[src/rtl/instr_fetch.sv]
// Instruction fetch unit: owns the PC, fetches words over a req/ack port and
// hands them to the decoder over valid/ready. Optional jal link port: IFETCH_LINK_EN.
module instr_fetch #(
    parameter logic [31:0] RESET_PC = 32'h0000_0000
) (
    input  logic        clk,
    input  logic        rst,
    output logic        imem_req,
    output logic [31:0] imem_addr,
    input  logic        imem_ack,
    input  logic [31:0] imem_rdata,
    output logic [31:0] Opcode,
    output logic        instr_valid,
    input  logic        instr_ready,
    output logic [31:0] pc_out,
    input  logic        Jump,
    input  logic        Branch,
    input  logic        Zero
`ifdef IFETCH_LINK_EN
    ,
    output logic        link_we,
    output logic [31:0] link_addr
`endif
);

    localparam logic [31:0] RESET_ADDR = {RESET_PC[31:2], 2'b00};

    typedef enum logic [1:0] {
        IDLE,
        FETCH,
        HOLD
    } state_t;

    state_t      state;
    state_t      state_nxt;
    logic        accept;
    logic [31:0] pc;

    // Jump beats branch; both targets are relative to the word after pc_out.
    function automatic logic [31:0] next_pc(input logic [31:0] cur,
                                            input logic [31:0] op,
                                            input logic        jump,
                                            input logic        taken);
        logic [31:0] p4;
        logic [31:0] offset;
        p4     = cur + 32'd4;
        offset = {{14{op[15]}}, op[15:0], 2'b00};
        if (jump)
            return {p4[31:28], op[25:0], 2'b00};
        else if (taken)
            return p4 + offset;
        else
            return p4;
    endfunction

    always_ff @(posedge clk) begin
        if (rst)
            state <= IDLE;
        else
            state <= state_nxt;
    end

    always_comb begin
        state_nxt   = state;
        imem_req    = 1'b0;
        instr_valid = 1'b0;
        accept      = 1'b0;
        case (state)
            IDLE: state_nxt = FETCH;
            FETCH: begin
                imem_req = 1'b1;
                if (imem_ack)
                    state_nxt = HOLD;
            end
            HOLD: begin
                instr_valid = 1'b1;
                if (instr_ready) begin
                    accept    = 1'b1;
                    state_nxt = FETCH;
                end
            end
            default: state_nxt = IDLE;
        endcase
    end

    // Acks outside FETCH never reach Opcode; the PC only moves at an accept.
    always_ff @(posedge clk) begin
        if (rst) begin
            pc     <= RESET_ADDR;
            Opcode <= 32'h0;
            pc_out <= RESET_ADDR;
        end else begin
            if (state == FETCH && imem_ack) begin
                Opcode <= imem_rdata;
                pc_out <= pc;
            end
            if (accept)
                pc <= next_pc(pc_out, Opcode, Jump, Branch && Zero);
        end
    end

    assign imem_addr = pc;

`ifdef IFETCH_LINK_EN
    logic is_jal;
    assign is_jal = accept && Jump && (Opcode[31:26] == 6'b000011);

    always_ff @(posedge clk) begin
        if (rst) begin
            link_we   <= 1'b0;
            link_addr <= 32'h0;
        end else begin
            link_we <= is_jal;
            if (is_jal)
                link_addr <= pc_out + 32'd4;
        end
    end
`endif

endmodule

[config.mk]
export PLATFORM = sky130hd
export DESIGN_NAME = instr_fetch
export DESIGN_NICKNAME = d
export VERILOG_FILES = /design/src/rtl/instr_fetch.sv
export SDC_FILE = /design/constraint.sdc
export NUM_CORES = 1
export LEC_CHECK = 0
export CAP_MARGIN = 10
export CORE_MARGIN = 1
export CORE_UTILIZATION = 55
export CTS_BUF_LIST = sky130_fd_sc_hd__clkbuf_8
export DETAILED_ROUTE_END_ITERATION = 16
export GPL_TIMING_DRIVEN = 0
export PLACE_DENSITY = 0.86
export SYNTH_ARGS = -nofsm -noshare
export SYNTH_HDL_FRONTEND = slang
export SYNTH_SLANG_ARGS = --single-unit
[constraint.sdc]
create_clock -name clk -period 5.3 [get_ports clk]
set_input_delay 0.53 -clock clk [delete_from_list [all_inputs] [get_ports clk]]
set_output_delay 0.53 -clock clk [all_outputs]
set_load 0.005 [all_outputs]
* Word-level counts from Yosys, hierarchy flattened
Index checks and enable logic that the tools add are counted. Widths: inputs -> output; s select.
Word-level totals: output and inout port bits 98, input port bits 39, bits in registers 98
Cells by class: reductions and logical operators 4, add/subtract/negate cells 2, eq/ne operators 4, muxes and demuxes 9
Operators by type and width (number):
- $mux 32 | 2
- $add 32x3->32 const B | 1
- $add 32x32->32 | 1
- $pmux 2 s3 | 1
- $mux 1 | 4
- $mux 2 | 2
- $ne 2x2->1 const B | 2
- $eq 2x1->1 const B | 1
- $eq 2x2->1 const B | 1
- $logic_and 1x1->1 | 2
- $logic_not 2->1 | 1
- $reduce_and 2->1 | 1

* Longest topological paths before layout
Gate-level depths: netlist of run 1.
depth after elaboration 4, mapped depth 17, mapped depth without buffers 16

* Least setup slack after synthesis of run 1
No wires, ideal clock.
path kind flip-flop to flip-flop, start reg pc_out[4], end reg pc[31] (netlist: imem_addr[31]), arrival time 3.290 ns, setup slack 1.951 ns, setup time 0.059 ns, stages on the path, launching flop included 15, data required time 5.241 ns, cells stage by stage dfxtp_1 and4_1 buf_4 and4_1 nand3_1 xnor2_1 ha_1 and2_1 a221o_1 a31o_2 nand4_1 a211oi_2 o211ai_1 mux4_2 nand2_1
On the way: word-level cells in the longest chain between the ends 4
Ends and longest elaborated chain:
- start, declared | RTL line 15 | output logic [31:0] pc_out,
- start signal, assigned | RTL line 95 | pc_out <= pc;
- $add 32x3->32 (*) | RTL line 46 | p4 = cur + 32'd4;
- $add 32x32->32 | RTL line 51 | return p4 + offset;
- $mux 32 | RTL line 50 | else if (taken)
- $mux 32 (*) | RTL line 48 | if (jump)
- end signal, assigned | RTL line 98 | pc <= next_pc(pc_out, Opcode, Jump, Branch && Zero);
- end, declared | RTL line 37 | logic [31:0] pc;
Mark *: on every way between the ends. The rest lies on a longest branch, timed or not. A chain may end at the register's enable or synchronous reset.

* Worst setup path after layout of run 1
start reg pc_out[2], end reg pc[29] (netlist: imem_addr[29])
The elaborated chain is that of the path after synthesis.

==> results of run 1 <==
-- flip-flops by register name (all words and copies together), names as in the netlist --
signal / flops
imem_addr: 32
Opcode: 32
pc_out: 32
state: 2
-- through the flow --
step                 util  hold WS (ns)
finish              0.737         0.462
global route        0.737         0.485
CTS                 0.737         0.465
detailed placement  0.719         0.449
global placement    0.719         0.442
floorplan               -         0.453
-- layout by cell type, fill, tap and decap left out, types with 7 or more instances in the layout --
cell | synthesis | final
clkbuf_1 | 39 | 39
ha_1 | 37 | 37
a21o_1 | 11 | 11
a211oi_1 | 9 | 9
and3_1 | 9 | 9
nor2_1 | 49 | 49
nand2_1 | 188 | 188
nand4_1 | 12 | 12
xor2_1 | 17 | 17
nor3_1 | 11 | 11
nand3_1 | 30 | 30
o211ai_1 | 7 | 7
inv_1 | 13 | 15
dfxtp_1 | 98 | 98
clkdlybuf4s50_1 | 0 | 134
xnor2_1 | 29 | 29
o21ai_0 | 33 | 33
a21oi_1 | 121 | 121
clkbuf_8 | 1 | 12
-- cell type report --
cell class                 instances  area, um^2  share of cell area
inverter                          14        52.6             0.00682
clock inverter                     5        31.3             0.00406
clock buffer                      11         151              0.0196
sequential                        98        1960               0.255
buffer                            42         173              0.0224
tap                              136         170              0.0221
multi-input combinational        652        3830               0.497
timing repair buffer             134        1340               0.174
-- worst reg2reg max path: stages (launching register included) --
cell and delay, ns:
dfxtp_1 0.67, ha_1 0.41, nand3_1 0.16, nor2_1 0.48, nand2_1 0.13, xnor2_1 0.24, ha_1 0.27, clkbuf_1 0.20
a21o_1 0.24, a21o_1 0.17, a21oi_1 0.23, o21ai_0 0.14, a21o_1 0.19, a21oi_1 0.22, nand3_1 0.11, mux2i_1 0.16
o21ai_0 0.10
-- worst paths after layout --
check                                start  cells past startpoint       endpoint
worst min-delay path            Opcode[29]                      2     Opcode[29]
worst max-delay path             pc_out[2]                     16  imem_addr[29]
worst min register to register  Opcode[29]                      2     Opcode[29]
worst max register to register   pc_out[2]                     16  imem_addr[29]
-- power by group through the flow --
stage | combinational (mW) | clock [mW] | sequential, mW
after floorplan | 0.0989 | 0 | 0.784
after global placement | 0.193 | 0 | 0.789
after detailed placement | 0.196 | 0 | 0.789
after CTS | 0.198 | 0.467 | 0.772
after global routing | 0.217 | 0.494 | 0.775
final | 0.201 | 0.467 | 0.773
-- layer usage --
metal  vias up  wire (um)  GRT usage
met5         -          0          0
met4         0        536      0.161
met2       370       8450      0.525
li1       3127          -          -
met1      2994       8230      0.471
met3        47       2140     0.0778
-- logic make-up after synthesis --
kind of cell	Yosys count	share of synthesized area
AO/OA/AOI/OAI	221	0.217
XOR/XNOR	47	0.0697
adder cells (fa/ha/maj)	38	0.0803
buffers and inverters	56	0.0374
flip-flops	98	0.326
multiplexers	6	0.0121
AND/OR/NAND/NOR	340	0.257
==> results.json, run 1 <==
{
  "status": "complete, no violations",
  "ys_async_sr_fraction": 0,
  "antenna_cells": 0,
  "syn_area_um2": 6010,
  "grt_max_degree": 26,
  "post-route-period-util": 0.798,
  "final_cells": 1092,
  "period_minus_slack_ns": 4.23,
  "worstPathArrival_ns": 4.50,
  "max_freq_ghz": 0.236,
  "stdcell_area_um2": 7710,
  "wl_um": 19400,
  "dr.first_iter.drc_count": 576,
  "gp_congestion": 0.994,
  "grt_antenna_before_repair": 0,
  "setup_tns_ns": 0,
  "antenna_left": 0,
  "globalRouteTotalUtil": 0.348,
  "maxSlewViolCount": 0,
  "switching_share": 0.283,
  "dr.pass1.iters": 5,
  "p_per_area_nw_per_um2": 187,
  "ys_ff_latch": 98,
  "required_ns": 5.57,
  "yosys-top-cells-area": "dfxtp_1, nand2_1, a21oi_1, ha_1, xnor2_1",
  "vias_per_cell": 5.99,
  "holdBufCountCts": 0,
  "ir_worst_vdd_mv": 0.174,
  "ctsResizeCount": 0,
  "final_layout_size_suffix_gt1_frac": 0.0408,
  "clock-sinks": 98,
  "critPathKind": "reg -> reg",
  "synth_area_leader_cell": "dfxtp_1",
  "synth_edf_count": 0,
  "slew_headroom": 0.291,
  "wl_per_cell_um": 17.7,
  "rsz0062_at_grt": "false",
  "grt_pass1_vias": 5912,
  "core.rowCount": 37,
  "worst_pin_slew_ns": 1.06,
  "placed_cells": 1076,
  "cpPeakStageDelay_ns": 0.67,
  "synthTopCellsByCount": "nand2_1, a21oi_1, dfxtp_1, nor2_1, clkbuf_1",
  "worstSkewPairLatency_ns": 0.39,
  "die_w_um": 107,
  "worstSetupStartpointType": "register",
  "numPortBuffers": 134,
  "start_util": 0.575,
  "dp_hpwl_um": 14500,
  "syn-num-nets": 883,
  "core_um2": 10500,
  "fillers": 891,
  "setup.worst_path.end_class": "register",
  "cts_tree": "yes",
  "area_growth_syn_to_layout_pct": 28.2,
  "worst-path-buf-inv": 1,
  "crit_path_frequent_cell": "a21o_1",
  "setup_viol": 0,
  "total_power_mw": 1.44,
  "intPower_mw": 1.03,
  "worstPathMaxFanout": 10,
  "syn_area_per_cell_um2": 7.46,
  "synth_top_area_frac": 0.326,
  "post_cts_buffers": 0,
  "finClkSkew_ns": 0.0103,
  "cts_buffer_depth": 2,
  "leakage_nw": 2.87,
  "cpMaxStageDelayCell": "dfxtp_1",
  "yosysWarnings": 0,
  "nets": 1028,
  "overflow": 0,
  "syn_inst": 806,
  "cap_violations": 0,
  "setup_ws_ns": 1.07,
  "rrSetupSlack_ns": 1.07,
  "clk_pin_slew_ns": 0.10,
  "seq_power_share": 0.536,
  "path_cells": "ha_1 > nand3_1 > nor2_1 > nand2_1 > xnor2_1 > ha_1 > clkbuf_1 > a21o_1 > a21o_1 > a21oi_1 > o21ai_0 > a21o_1 > a21oi_1 > nand3_1 > mux2i_1 > o21ai_0",
  "hold_class": "reg -> reg",
  "ys.flop_type": "dfxtp_1",
  "placed_area_um2": 7530,
  "vias": 6538,
  "cp_top_family": "compound AO/OA/AOI/OAI gates",
  "grt_pass1_wl_um": 30400,
  "yosysMostFrequentCell": "nand2_1",
  "combPwrFrac": 0.140,
  "cts-htree-levels": 3,
  "cts_buffers": 9,
  "p_clk_frac": 0.324,
  "switching_power_uw": 408,
  "place_ws_ns": 1.30,
  "root_buffer": "clkbuf_8",
  "synth_cell_types": 66,
  "dieArea_um2": 11400,
  "ios": 137,
  "ys_seq_area_frac": 0.326,
  "hold_viol": 0,
  "die_y_um": 107,
  "drc": 0
}
Note: power is estimated with default switching activity, not from simulation.
==> run 2, diff against run 1 <==
--- a/config.mk
+++ b/config.mk
@@ -7,11 +7,11 @@
 export LEC_CHECK = 0
 export CAP_MARGIN = 10
 export CORE_MARGIN = 1
-export CORE_UTILIZATION = 55
+export CORE_UTILIZATION = 53
 export CTS_BUF_LIST = sky130_fd_sc_hd__clkbuf_8
 export DETAILED_ROUTE_END_ITERATION = 16
 export GPL_TIMING_DRIVEN = 0
-export PLACE_DENSITY = 0.86
+export PLACE_DENSITY = 0.84
 export SYNTH_ARGS = -nofsm -noshare
 export SYNTH_HDL_FRONTEND = slang
 export SYNTH_SLANG_ARGS = --single-unit
==> constraint.sdc (replaced) <==
create_clock -name clk -period 4.4 [get_ports clk]
set_input_delay 0.44 -clock clk [delete_from_list [all_inputs] [get_ports clk]]
set_output_delay 0.44 -clock clk [all_outputs]
set_load 0.005 [all_outputs]
==> run 2 against run 1 <==
  * Sequential share of layout area about the same
  * Total power up 19%
  * Combinational power up 20%
  * Critical path depth up 1
  * Via count down 1.2%
  * Routed wire length up 0.42%
  * Register-to-register slack worse by 0.82 ns
  * Critical endpoint is now imem_addr[31]
==> results.json, run 2 (synthesis gave the netlist of run 1 again) <==
{
  "status": "complete, no violations",
  "cts_buffer_depth": 2,
  "required_ns": 4.73,
  "most-common-layout-cells": "nand2_1, clkdlybuf4s50_1, a21oi_1",
  "worstPathArrival_ns": 4.48,
  "max_freq_ghz": 0.241,
  "cts-htree-levels": 3,
  "nets": 1028,
  "core.rowCount": 38,
  "placed_area_um2": 7530,
  "worstSkewPairLatency_ns": 0.38,
  "min_to": "Opcode[28]",
  "worst_pin_slew_ns": 1.03,
  "setup_tns_ns": 0,
  "setup_viol": 0,
  "grt_max_degree": 26,
  "clock-sinks": 98,
  "dp_hpwl_um": 14400,
  "hold_viol": 0,
  "worstPathMaxFanout": 7,
  "slew_headroom": 0.311,
  "timing.hold.ws_ns": 0.460,
  "vias_per_cell": 5.90,
  "fin_util": 0.705,
  "post-route-period-util": 0.942,
  "dr.pass1.iters": 5,
  "rsz0062_at_grt": "false",
  "min_delay_path_depth": 2,
  "hold_class": "reg -> reg",
  "antenna_cells": 0,
  "cts_buffers": 9,
  "cts_tree": "yes",
  "core_um2": 10900,
  "start_util": 0.550,
  "grt_pass1_wl_um": 30800,
  "wl_per_cell_um": 17.8,
  "numPortBuffers": 134,
  "worstSetupStartpointType": "register",
  "dr.first_iter.drc_count": 567,
  "setup.worst_path.end_class": "register",
  "post_cts_buffers": 0,
  "timing.rr.start": "pc_out[5]",
  "p_per_area_nw_per_um2": 223,
  "cap_violations": 0,
  "ios": 137,
  "fillers": 943,
  "leakage_nw": 2.86,
  "clk_pin_slew_ns": 0.10,
  "final_common_cell": "nand2_1",
  "vias": 6461,
  "r2r_end": "imem_addr[31]",
  "ir_worst_vdd_mv": 0.208,
  "critPathKind": "reg -> reg",
  "gp_congestion": 0.927,
  "grt_antenna_before_repair": 0,
  "wl_um": 19400,
  "antenna_left": 0,
  "die_w_um": 109,
  "ff2ff_path_depth": 17,
  "grt_pass1_vias": 5880,
  "overflow": 0,
  "die_y_um": 109,
  "drc": 0,
  "stdcell_area_um2": 7700,
  "hp-start": "Opcode[28]",
  "finClkSkew_ns": 0.0135,
  "period_minus_slack_ns": 4.14,
  "area_growth_syn_to_layout_pct": 28.1,
  "final_layout_size_suffix_gt1_frac": 0.0429,
  "root_buffer": "clkbuf_8",
  "rrSetupSlack_ns": 0.26,
  "maxSlewViolCount": 0,
  "globalRouteTotalUtil": 0.346,
  "dieArea_um2": 11800
}
## run 2: worst max-delay path, stage by stage, from the launching register on
cell,delay (ns)
dfxtp_1,0.47
and4_1,0.29
buf_4,0.17
nand3_1,0.11
nor2_1,0.19
nand3_1,0.25
nor2_1,0.18
xor2_1,0.33
ha_1,0.38
a21o_1,0.20
a21o_1,0.17
a21oi_1,0.24
o21bai_1,0.11
a21oi_1,0.15
o21a_1,0.19
nand3_1,0.08
mux4_2,0.50
nand2_1,0.08
## run 2: metal layers
metal / share of wire / vias to the layer above / global-route usage / routed length (um)
met5: 0 / - / 0 / 0
met4: 0.021 / 0 / 0.144 / 415
met3: 0.10 / 29 / 0.0753 / 1970
met2: 0.44 / 322 / 0.516 / 8630
met1: 0.43 / 2988 / 0.480 / 8440
li1: - / 3122 / - / -
## run 2: repair_timing
action | 4_1_cts | 5_1_grt
endpoints found under the hold margin | 0 | 0
hold buffers | 0 | 0
resized for setup | 0 | 2
setup endpoints to repair | 0 | 2
## run 2: layout make-up
cell class | count | area [um^2] | share of cell area
clock inverters | 5 | 32.5 | 0.00422
plain buffers | 42 | 173 | 0.0224
repair buffers | 134 | 1340 | 0.174
clock buffers | 10 | 138 | 0.0179
inverters | 14 | 52.6 | 0.00682
flip-flops and latches | 98 | 1960 | 0.255
multi-input cells | 652 | 3830 | 0.497
well taps | 140 | 175 | 0.0227
## run 2: worst max-delay path by stage
stage                          to  cells past startpoint       from
finish              imem_addr[31]                     17  pc_out[5]
global placement    imem_addr[29]                     16  pc_out[2]
CTS                 imem_addr[31]                     17  pc_out[4]
floorplan           imem_addr[31]                     14  pc_out[4]
global route        imem_addr[31]                     17  pc_out[5]
detailed placement  imem_addr[31]                     17  pc_out[4]
## run 2: power breakdown
group / internal (mW) / switching (mW) / leakage, nW
Clock: 0.216 / 0.327 / 0.0855
Combinational: 0.105 / 0.137 / 1.98
Sequential: 0.905 / 0.0245 / 0.793
## run 2: per-stage QoR
stage                     cells  total power, mW  setup WS [ns]
after detailed placement   1080             1.19          0.380
final                      1095             1.71          0.255
after global routing       1095             1.78         0.0110
after global placement     1080             1.18          0.382
after floorplan             806             1.06           1.05
after CTS                  1095             1.71          0.328
